==> config.mk <==
export PLATFORM = sky130hd
export DESIGN_NAME = i_fetch_icecream_v1
export DESIGN_NICKNAME = d
export VERILOG_FILES = /design/src/rtl/i_fetch_pkg.sv /design/src/rtl/i_fetch_fifo.sv /design/src/rtl/i_fetch_icecream_v1.sv
export SDC_FILE = /design/constraint.sdc
export NUM_CORES = 1
export LEC_CHECK = 0
export CORE_UTILIZATION = 45
export DETAILED_ROUTE_END_ITERATION = 10
export MAX_ROUTING_LAYER = met4
export PLACE_DENSITY = 0.79
export SLEW_MARGIN = 20
export SYNTH_ARGS = -nofsm -noshare
export SYNTH_HDL_FRONTEND = slang
export SYNTH_SLANG_ARGS = --single-unit
==> constraint.sdc <==
create_clock -name clk -period 5.5 [get_ports clk]
set_input_delay 0.825 -clock clk [delete_from_list [all_inputs] [get_ports clk]]
set_output_delay 0.825 -clock clk [all_outputs]
set_load 0.01 [all_outputs]
==> src/rtl/i_fetch_pkg.sv <==
`default_nettype none
// ============================================================================
//  Module      : i_fetch_pkg
//  Description : Shared types for the bfcpu instruction fetch initiator.
//  Revision    : 1.0 - initial release
// ============================================================================
package i_fetch_pkg;

    localparam int c_DATA_W = 8;
    localparam int c_ADDR_W = 16;

    typedef enum logic [1:0] {
        IDLE = 2'd0,
        REQ  = 2'd1,
        GAP  = 2'd2
    } state_t;

    typedef struct packed {
        logic [c_ADDR_W-1:0] addr;
        logic [c_DATA_W-1:0] data;
    } fetch_entry_t;

endpackage
`default_nettype wire

==> src/rtl/i_fetch_fifo.sv <==
`default_nettype none
// ============================================================================
//  Module      : i_fetch_fifo
//  Description : Synchronous show-ahead FIFO; flush overrides push and pop.
//  Revision    : 1.0 - initial release
// ============================================================================
module i_fetch_fifo #(
    parameter int WIDTH = 24,
    parameter int DEPTH = 4
) (
    input  logic                     clk,
    input  logic                     rst,
    input  logic                     i_push,
    input  logic                     i_pop,
    input  logic                     i_flush,
    input  logic [WIDTH-1:0]         i_wdata,
    output logic [WIDTH-1:0]         o_head,
    output logic [$clog2(DEPTH):0]   o_count
);

    localparam int c_PTR_W = $clog2(DEPTH);
    localparam int c_CNT_W = $clog2(DEPTH) + 1;

    logic [WIDTH-1:0]   r_mem [DEPTH];
    logic [c_PTR_W-1:0] r_wr_ptr;
    logic [c_PTR_W-1:0] r_rd_ptr;
    logic [c_CNT_W-1:0] r_count;
    logic               w_push_ok;
    logic               w_pop_ok;

    assign w_push_ok = i_push && (r_count != c_CNT_W'(DEPTH));
    assign w_pop_ok  = i_pop && (r_count != '0);

    always_ff @(posedge clk) begin
        if (w_push_ok) begin
            r_mem[r_wr_ptr] <= i_wdata;
        end
    end

    // Depth is a power of two, so the pointers wrap naturally.
    always_ff @(posedge clk) begin
        if (rst || i_flush) begin
            r_wr_ptr <= '0;
            r_rd_ptr <= '0;
            r_count  <= '0;
        end else begin
            if (w_push_ok) begin
                r_wr_ptr <= r_wr_ptr + 1'b1;
            end
            if (w_pop_ok) begin
                r_rd_ptr <= r_rd_ptr + 1'b1;
            end
            r_count <= r_count + c_CNT_W'(w_push_ok) - c_CNT_W'(w_pop_ok);
        end
    end

    assign o_head  = r_mem[r_rd_ptr];
    assign o_count = r_count;

endmodule
`default_nettype wire

==> src/rtl/i_fetch_icecream_v1.sv <==
`default_nettype none
// ============================================================================
//  Module      : i_fetch_icecream_v1
//  Description : Instruction fetch initiator with prefetch FIFO and redirects.
//  Revision    : 1.0 - initial release
// ============================================================================
module i_fetch_icecream_v1
    import i_fetch_pkg::*;
#(
    parameter int I_ADDR_WIDTH = 16,
    parameter int I_MEM_LENGTH = 1024,
    parameter int FIFO_DEPTH   = 4,
    parameter int RESET_PC     = 0
) (
    input  logic                    clk,
    input  logic                    rst,
    output logic                    i_req,
    output logic [I_ADDR_WIDTH-1:0] i_addr,
    input  logic                    i_ack,
    input  logic [7:0]              i_rdata,
    output logic                    ins_valid,
    output logic [7:0]              ins_data,
    output logic [I_ADDR_WIDTH-1:0] ins_addr,
    input  logic                    ins_ready,
    input  logic                    jmp_valid,
    input  logic [I_ADDR_WIDTH-1:0] jmp_addr,
    output logic                    fetch_end
);

    localparam int                    c_CNT_W    = $clog2(FIFO_DEPTH) + 1;
    localparam int                    c_ENTRY_W  = I_ADDR_WIDTH + c_DATA_W;
    localparam logic [I_ADDR_WIDTH-1:0] c_END_PC   = I_ADDR_WIDTH'(I_MEM_LENGTH);
    localparam logic [I_ADDR_WIDTH-1:0] c_RESET_PC = I_ADDR_WIDTH'(RESET_PC);
    localparam logic [c_CNT_W-1:0]      c_DEPTH    = c_CNT_W'(FIFO_DEPTH);

    state_t                  r_state;
    state_t                  w_state_nxt;
    logic [I_ADDR_WIDTH-1:0] r_pc;
    logic [c_CNT_W-1:0]      w_count;
    logic [c_ENTRY_W-1:0]    w_head;
    logic                    w_can_fetch;
    logic                    w_accept;

    assign w_can_fetch = (w_count < c_DEPTH) && (r_pc != c_END_PC) && !jmp_valid;
    // A redirect voids an ack arriving in the same cycle.
    assign w_accept    = (r_state == REQ) && i_ack && !jmp_valid;

    always_ff @(posedge clk) begin
        if (rst) begin
            r_state <= IDLE;
            r_pc    <= c_RESET_PC;
        end else begin
            r_state <= w_state_nxt;
            if (jmp_valid) begin
                r_pc <= jmp_addr;
            end else if (w_accept) begin
                r_pc <= r_pc + 1'b1;
            end
        end
    end

    always_comb begin
        w_state_nxt = r_state;
        unique case (r_state)
            IDLE, GAP: begin
                if (jmp_valid) begin
                    w_state_nxt = GAP;
                end else if (w_can_fetch) begin
                    w_state_nxt = REQ;
                end else begin
                    w_state_nxt = IDLE;
                end
            end
            REQ: begin
                if (jmp_valid || i_ack) begin
                    w_state_nxt = GAP;
                end
            end
            default: w_state_nxt = IDLE;
        endcase
    end

    i_fetch_fifo #(
        .WIDTH (c_ENTRY_W),
        .DEPTH (FIFO_DEPTH)
    ) u_fifo (
        .clk     (clk),
        .rst     (rst),
        .i_push  (w_accept),
        .i_pop   (ins_ready),
        .i_flush (jmp_valid),
        .i_wdata ({r_pc, i_rdata}),
        .o_head  (w_head),
        .o_count (w_count)
    );

    assign i_req     = (r_state == REQ);
    assign i_addr    = r_pc;
    assign ins_valid = (w_count != '0);
    assign ins_addr  = w_head[c_ENTRY_W-1:c_DATA_W];
    assign ins_data  = w_head[c_DATA_W-1:0];
    assign fetch_end = (r_state != REQ) && (r_pc == c_END_PC);

endmodule
`default_nettype wire

After elaboration in Yosys (flattened, before gate mapping)
Memory sizes are Yosys's and may differ from the RTL's. A register that Yosys moved wholly into a read port is not among the register bits.
Index checks and enable logic that the tools add are counted.
{"block": "word_totals", "register_bits": 25, "inputBits": 29, "latch_bits": 0, "ramBits": 96, "mem_bits_ro": 0, "memories": 1, "output_inout_bits": 43, "word_cells": 43}
{"memory": "u_fifo.r_mem", "words": 4, "width": 24, "rd": 1, "rd_clocked_by_memory_dff": 1, "write_ports": 1, "line": "i_fetch_fifo.sv:24", "text": "logic [WIDTH-1:0] r_mem [DEPTH];"}
{"block": "op_classes", "n_eq_ne": 7, "n_mul": 0, "div": 0, "n_shift": 0, "bitwise_logic": 0, "n_lt_le_gt_ge": 1, "n_mux": 10, "addsub": 5, "n_reduce_logical": 14}
{"cell": "two-way mux 16 bit", "n": 2}
{"cell": "adder 16 x 1 -> 16 bit, second input constant", "n": 1}
{"cell": "equality test 16 x 11 -> 1 bit, second input constant", "n": 1}
{"cell": "!= test 16 x 11 -> 1 bit, second input constant", "n": 1}
{"cell": "two-way mux 2 bit", "n": 4}
{"cell": "logical AND 1 bit", "n": 7}
{"cell": "adder 2 x 1 -> 2 bit, second input constant", "n": 2}
{"cell": "!= test 2 x 1 -> 1 bit, second input constant", "n": 2}
{"cell": "case mux 2 bit (2 select lines)", "n": 1}
{"cell": "adder 3 x 1 -> 3 bit", "n": 1}
{"cell": "< comparator 3 bit, second input constant", "n": 1}
{"cell": "two-way mux 1 bit", "n": 3}
{"cell": "!= test 3 bit, second input constant", "n": 1}
{"cell": "nonzero test 3 bit", "n": 1}
{"cell": "subtractor 3 x 1 -> 3 bit", "n": 1}
{"cell": "equality test 2 x 1 -> 1 bit, second input constant", "n": 1}
{"cell": "equality test 2 bit, second input constant", "n": 1}
{"cell": "logical NOT 2 bit", "n": 1}
{"cell": "logical OR 1 bit", "n": 2}
{"cell": "nonzero test 2 bit", "n": 1}
{"cell": "OR reduction 2 bit", "n": 1}
{"cell": "logical NOT 1 bit", "n": 1}

Longest topological paths before layout
{"block": "logic_depth", "word_depth": 6, "ltp_mapped": 8, "mapped_depth_nobuf": 8}

Hierarchy
From an unflattened synthesis, not the netlist that was laid out.
{"block": "unflattened", "cells_unflattened": 296, "area_unflattened_um2": 4986.0}
{"module": "i_fetch_fifo", "area_each_um2": 3960.0, "cells_each": 171, "instances": 1, "seq_area_each_um2": 3062.9}
{"module": "i_fetch_icecream_v1", "area_each_um2": 1026.0, "cells_each": 125, "instances": 1, "seq_area_each_um2": 360.3}

Least setup slack after synthesis
OpenSTA, ideal clock, no wires.
{"block": "synth_path", "path_type": "in2reg", "from": "in i_ack", "to": "mem u_fifo.r_mem[0][0] (enable)", "setup_slack_ns": 2.865, "required_time_ns": 5.117, "arrival_ns": 2.252, "cell_stages": 4, "path_buffers": 1, "setup_ns": 0.383, "cell_sequence": "clkbuf_2 -> nand3b_1 -> a311oi_2 -> and2_1"}
{"block": "synth_via", "elab_chain_len": 5}
{"item": "start: declaration", "line": "i_fetch_icecream_v1.sv:19", "text": "input logic i_ack,"}
{"item": "logical AND 1 bit (2 in series)", "line": "i_fetch_icecream_v1.sv:46", "text": "assign w_accept = (r_state == REQ) && i_ack && !jmp_valid;"}
{"item": "logical AND 1 bit", "line": "i_fetch_fifo.sv:31", "text": "assign w_push_ok = i_push && (r_count != c_CNT_W'(DEPTH));"}
{"item": "via u_fifo.w_push_ok", "line": "i_fetch_fifo.sv:28", "text": "logic w_push_ok;"}
{"item": "two-way mux 1 bit", "line": "i_fetch_fifo.sv:35", "text": "if (w_push_ok) begin"}
{"item": "two-way mux 1 bit (implied by the code)", "line": "i_fetch_fifo.sv:36", "text": "r_mem[r_wr_ptr] <= i_wdata;"}
{"item": "end: declaration", "line": "i_fetch_fifo.sv:24"}
The timed path passes the listed nets, and every way through them passes these cells.

==> impl_metrics.prom <==
# TYPE chip_impl_metric gauge
chip_impl_metric{name="ir_drop",unit="mV"} 0.225
chip_impl_metric{name="asyncSetResetFlopFracSynth",unit="%"} 0
chip_impl_metric{name="worstRegToRegCells",unit=""} 3
chip_impl_metric{name="final_layout_size_suffix_gt1_share",unit="%"} 16.5
chip_impl_metric{name="syn_area",unit="mm²"} 0.00492
chip_impl_metric{name="source_to_sink_clock_delay_at_the_later_pin_of_the_worst_skew_pair",unit="ps"} 510
chip_impl_metric{name="post_synth_and_or_nand_nor_area_fraction",unit="%"} 8.06
chip_impl_metric{name="p_sw_share",unit="%"} 21.2
chip_impl_info{name="crit-reg2reg-capture",value="u_fifo.r_mem[1][17]"} 1
chip_impl_metric{name="remaining_routing_drc_violations",unit=""} 0
chip_impl_metric{name="wl",unit="µm"} 9740
chip_impl_metric{name="final_critical_path_setup_slack",unit="ps"} 2130
chip_impl_info{name="yosys-top-cells-area",value="sky130_fd_sc_hd__edfxtp_1 59%, sky130_fd_sc_hd__dfxtp_1 11%, sky130_fd_sc_hd__mux4_2 11%"} 1
chip_impl_metric{name="synth_warnings",unit=""} 0
chip_impl_metric{name="postSynthAreaPerCell",unit="µm²"} 16.6
chip_impl_metric{name="cts.reportedPaths.clkPinSlew",unit="ps"} 60
chip_impl_info{name="min_path_type",value="reg2reg"} 1
chip_impl_metric{name="tns",unit="ps"} 0
chip_impl_info{name="rsz_0062_raised_after_global_routing",value="false"} 1
chip_impl_metric{name="timing.final.setup_violations",unit=""} 0
chip_impl_info{name="min-delay-start",value="r_state[1]"} 1
chip_impl_metric{name="timing.critical_path.fanout_max",unit=""} 24
chip_impl_metric{name="fmax",unit="MHz"} 297
chip_impl_metric{name="clockPowerShare",unit="%"} 47.5
chip_impl_metric{name="firstDrtPassIters",unit=""} 5
chip_impl_metric{name="portBuffers",unit=""} 71
chip_impl_info{name="clock_tree_from_tritoncts",value="built"} 1
chip_impl_metric{name="insertedDiodeCount",unit=""} 0
chip_impl_info{name="worstSetupEndpointType",value="output pin"} 1
chip_impl_metric{name="vias",unit=""} 2891
chip_impl_metric{name="post_drt_wl_per_cell",unit="µm"} 18.6
chip_impl_metric{name="initial_core_util",unit="%"} 47.1
chip_impl_metric{name="post_cts.resized_instances",unit=""} 0
chip_impl_metric{name="cts_post_setup_buffers_inserted",unit=""} 0
chip_impl_metric{name="power.share.sequential",unit="%"} 48.0
chip_impl_metric{name="fin_crit_sh",unit="%"} 61.2
chip_impl_metric{name="synth_adder_area_share",unit="%"} 2.44
chip_impl_metric{name="cts_hold_buffers",unit=""} 0
chip_impl_metric{name="tightest_slew_margin_relative_to_the_limit",unit="%"} 39.9
chip_impl_metric{name="worst_path_largest_cell_delay",unit="ps"} 880
chip_impl_info{name="cts_root_buf",value="sky130_fd_sc_hd__clkbuf_8"} 1
chip_impl_metric{name="synthDistinctLibCells",unit=""} 41
chip_impl_metric{name="initialDrtViolationCount",unit=""} 183
chip_impl_metric{name="internal-power",unit="µW"} 1720
chip_impl_metric{name="ant_nets",unit=""} 0
chip_impl_metric{name="numCtsBuffers",unit=""} 17
chip_impl_metric{name="post_synth_mux_area_share",unit="%"} 11.2
chip_impl_metric{name="grt_start_max_net_pins",unit=""} 34
chip_impl_metric{name="vias_in_the_first_global_route",unit=""} 2879
chip_impl_metric{name="maxSlewViolCount",unit=""} 0
chip_impl_metric{name="core.rowCount",unit=""} 37
chip_impl_metric{name="synthDominantCellAreaShare",unit="%"} 58.6
chip_impl_metric{name="floorplan.die.height",unit="µm"} 107
chip_impl_metric{name="vias_per_cell",unit=""} 5.53
chip_impl_metric{name="worst_ep_required_time",unit="ps"} 4680
chip_impl_metric{name="timing_hold_violations_final",unit=""} 0
chip_impl_metric{name="finalNetCount",unit=""} 412
chip_impl_info{name="ys_dominant_reg_cell",value="sky130_fd_sc_hd__edfxtp_1"} 1
chip_impl_metric{name="max_slew.worst_pin.slew",unit="ps"} 900
chip_impl_metric{name="final.min_clock_period",unit="ps"} 3370
chip_impl_metric{name="place.gp.congestion",unit=""} 0.823
chip_impl_metric{name="cts_buffer_depth",unit=""} 2
chip_impl_metric{name="nFillCells",unit=""} 775
chip_impl_info{name="hold_path_sink",value="r_state[1]"} 1
chip_impl_info{name="synth.cells.most_frequent",value="96 x sky130_fd_sc_hd__edfxtp_1, 27 x sky130_fd_sc_hd__dfxtp_1, 24 x sky130_fd_sc_hd__mux4_2"} 1
chip_impl_info{name="crit_type",value="reg2out"} 1
chip_impl_metric{name="synth_xor_area_share",unit="%"} 2.85
chip_impl_metric{name="cp.arrival",unit="ps"} 2540
chip_impl_metric{name="design.portCount",unit=""} 72
chip_impl_metric{name="ys_seq_area_share",unit="%"} 69.5
chip_impl_metric{name="clock-skew-final",unit="ps"} 8.59
chip_impl_metric{name="core_region_area",unit="mm²"} 0.0105
chip_impl_info{name="critPathLaunchType",value="flip-flop"} 1
chip_impl_info{name="outcome",value="completed"} 1
chip_impl_metric{name="fp.dieArea",unit="mm²"} 0.0114
chip_impl_metric{name="max_cap_violations",unit=""} 0
chip_impl_metric{name="dp_hpwl",unit="µm"} 6070
chip_impl_metric{name="antenna_found_initial",unit=""} 0
chip_impl_metric{name="grt_pass1_wl",unit="µm"} 15500
chip_impl_metric{name="die_x",unit="µm"} 107
chip_impl_info{name="crit_chain",value="mux4_2, clkdlybuf4s50_1"} 1
chip_impl_metric{name="place_ws",unit="ps"} 1900
chip_impl_metric{name="grt_use_total",unit="%"} 19.3
chip_impl_metric{name="postSynthRegisterBits",unit=""} 123
chip_impl_metric{name="sinks_on_the_clock_net",unit=""} 123
chip_impl_metric{name="synth_edf_count",unit=""} 96
chip_impl_metric{name="compound_cell_area_share_of_the_yosys_netlist",unit="%"} 3.94
chip_impl_metric{name="timing.hold.worst_path_depth",unit=""} 1
chip_impl_metric{name="grt_overflow",unit=""} 0
chip_impl_metric{name="cts-htree-levels",unit=""} 4
chip_impl_metric{name="post_synth_inst_count",unit=""} 296
chip_impl_info{name="synth_top_family_by_area",value="multiplexers"} 1
chip_impl_info{name="synth_most_common_cell",value="sky130_fd_sc_hd__edfxtp_1"} 1
chip_impl_metric{name="power.net_switching",unit="µW"} 462
chip_impl_metric{name="power_density",unit="mW/mm²"} 345
chip_impl_metric{name="syn2layout_area_growth",unit="%"} 28.5
chip_impl_metric{name="rrSetupSlack",unit="ps"} 3260
chip_impl_info{name="worstReg2RegStart",value="r_state[0]"} 1
chip_impl_metric{name="cellLeakagePower",unit="µW"} 0.00205
chip_impl_metric{name="syn_nets",unit=""} 334
chip_impl_metric{name="power_frac_comb",unit="%"} 4.5
chip_impl_info{name="critical_path.slowest_cell",value="sky130_fd_sc_hd__dfxtp_2"} 1
chip_impl_info{name="yosys.area.top_type",value="sky130_fd_sc_hd__edfxtp_1"} 1
[state kept, by name (all words and copies together), names as in the netlist, named ones only]
register / count
r_state: 2
i_addr: 16
u_fifo.o_count: 3
u_fifo.r_mem: 96
u_fifo.r_wr_ptr: 2
u_fifo.r_rd_ptr: 2
[placed cells by master (no fill, tap or decap), types with 2 or more instances in the layout]
cell	netlist	layout
sky130_fd_sc_hd__or3_1	2	2
sky130_fd_sc_hd__xor2_1	3	3
sky130_fd_sc_hd__nand4_1	5	5
sky130_fd_sc_hd__mux4_2	24	24
sky130_fd_sc_hd__nand2_1	9	9
sky130_fd_sc_hd__dfxtp_1	27	25
sky130_fd_sc_hd__nor2b_1	2	2
sky130_fd_sc_hd__dfxtp_2	0	2
sky130_fd_sc_hd__inv_1	13	13
sky130_fd_sc_hd__bufinv_16	0	2
sky130_fd_sc_hd__and2_2	0	4
sky130_fd_sc_hd__and3_1	2	2
sky130_fd_sc_hd__ha_1	8	8
sky130_fd_sc_hd__nand4b_1	2	2
sky130_fd_sc_hd__nor3_1	5	5
sky130_fd_sc_hd__o21ai_0	4	4
sky130_fd_sc_hd__clkinv_4	0	4
sky130_fd_sc_hd__a21oi_1	4	4
sky130_fd_sc_hd__a211oi_1	9	9
sky130_fd_sc_hd__a311oi_1	3	3
sky130_fd_sc_hd__xnor2_1	13	13
sky130_fd_sc_hd__clkinvlp_4	0	4
sky130_fd_sc_hd__clkdlybuf4s50_1	0	71
sky130_fd_sc_hd__clkinv_2	0	3
sky130_fd_sc_hd__nor4_1	8	8
sky130_fd_sc_hd__edfxtp_1	96	96
sky130_fd_sc_hd__clkbuf_16	0	16
sky130_fd_sc_hd__nand3_1	7	7
sky130_fd_sc_hd__nor2_1	19	19
[logic make-up (layout without fill, tap and decap cells)]
family                   after synthesis  count (layout)
multiplexers                          25              25
AND/OR/NAND/NOR                       72              72
buffers and inverters                 25             116
XOR/XNOR                              16              16
AO/OA/AOI/OAI                         26              26
flip-flops                           123             123
adder cells (fa/ha/maj)                9               9
[area by class of cell]
class	instances	area (µm²)	share of cell area, %
clock inverter	14	149	2.35
sequential	123	3430	54.1
inverter	13	48.8	0.771
clock buffer	18	418	6.60
timing repair buffer	71	711	11.2
multi-input combinational	148	1410	22.2
tap	136	170	2.69
[how the worst max path moves through the flow]
stage	startpoint	endpoint	cells past startpoint
6_report	flip-flop	ins_addr[2]	2
2_1_floorplan	i_ack	u_fifo.r_mem[0][0]	4
5_1_grt	flip-flop	ins_addr[3]	2
3_5_place_dp	i_ack	u_fifo.r_mem[3][7]	4
4_1_cts	flip-flop	ins_addr[2]	2
3_3_place_gp	i_ack	u_fifo.r_mem[1][6]	4
[power by group through the flow]
stage	Combinational, µW	Sequential [µW]	Clock (µW)
finish	98.3	1050	1040
floorplan	41.9	1060	0
CTS	99.1	1050	1050
detailed placement	98.3	1070	0
global placement	97.3	1060	0
global route	107	1050	1090
[routing by layer]
layer  global-route usage, %  routed length, µm  share of wire, %
met3                    4.86                609               6.3
met2                    30.7               4930                51
met4                    6.95                 91              0.93
met5                       -                  0                 0
met1                    24.1               4110                42
[worst max-delay path, delay by kind of cell, from the launching register on]
family	cells	cell delay (ps)
buffers and inverters	1	500
multiplexers	1	650
flip-flops	1	880
[metrics by stage]
step | area (µm²) | total power [µW] | util [%] | cells | hold slack, ps
2_1_floorplan | 4920 | 1100 | - | 296 | 467
3_3_place_gp | 5760 | 1160 | 55.0 | 491 | 502
3_5_place_dp | 5760 | 1160 | 55.0 | 491 | 522
4_1_cts | 6320 | 2190 | 60.5 | 523 | 534
5_1_grt | 6330 | 2250 | 60.5 | 523 | 579
6_report | 6330 | 2180 | 60.5 | 523 | 534
(Power assumes the default switching activity.)
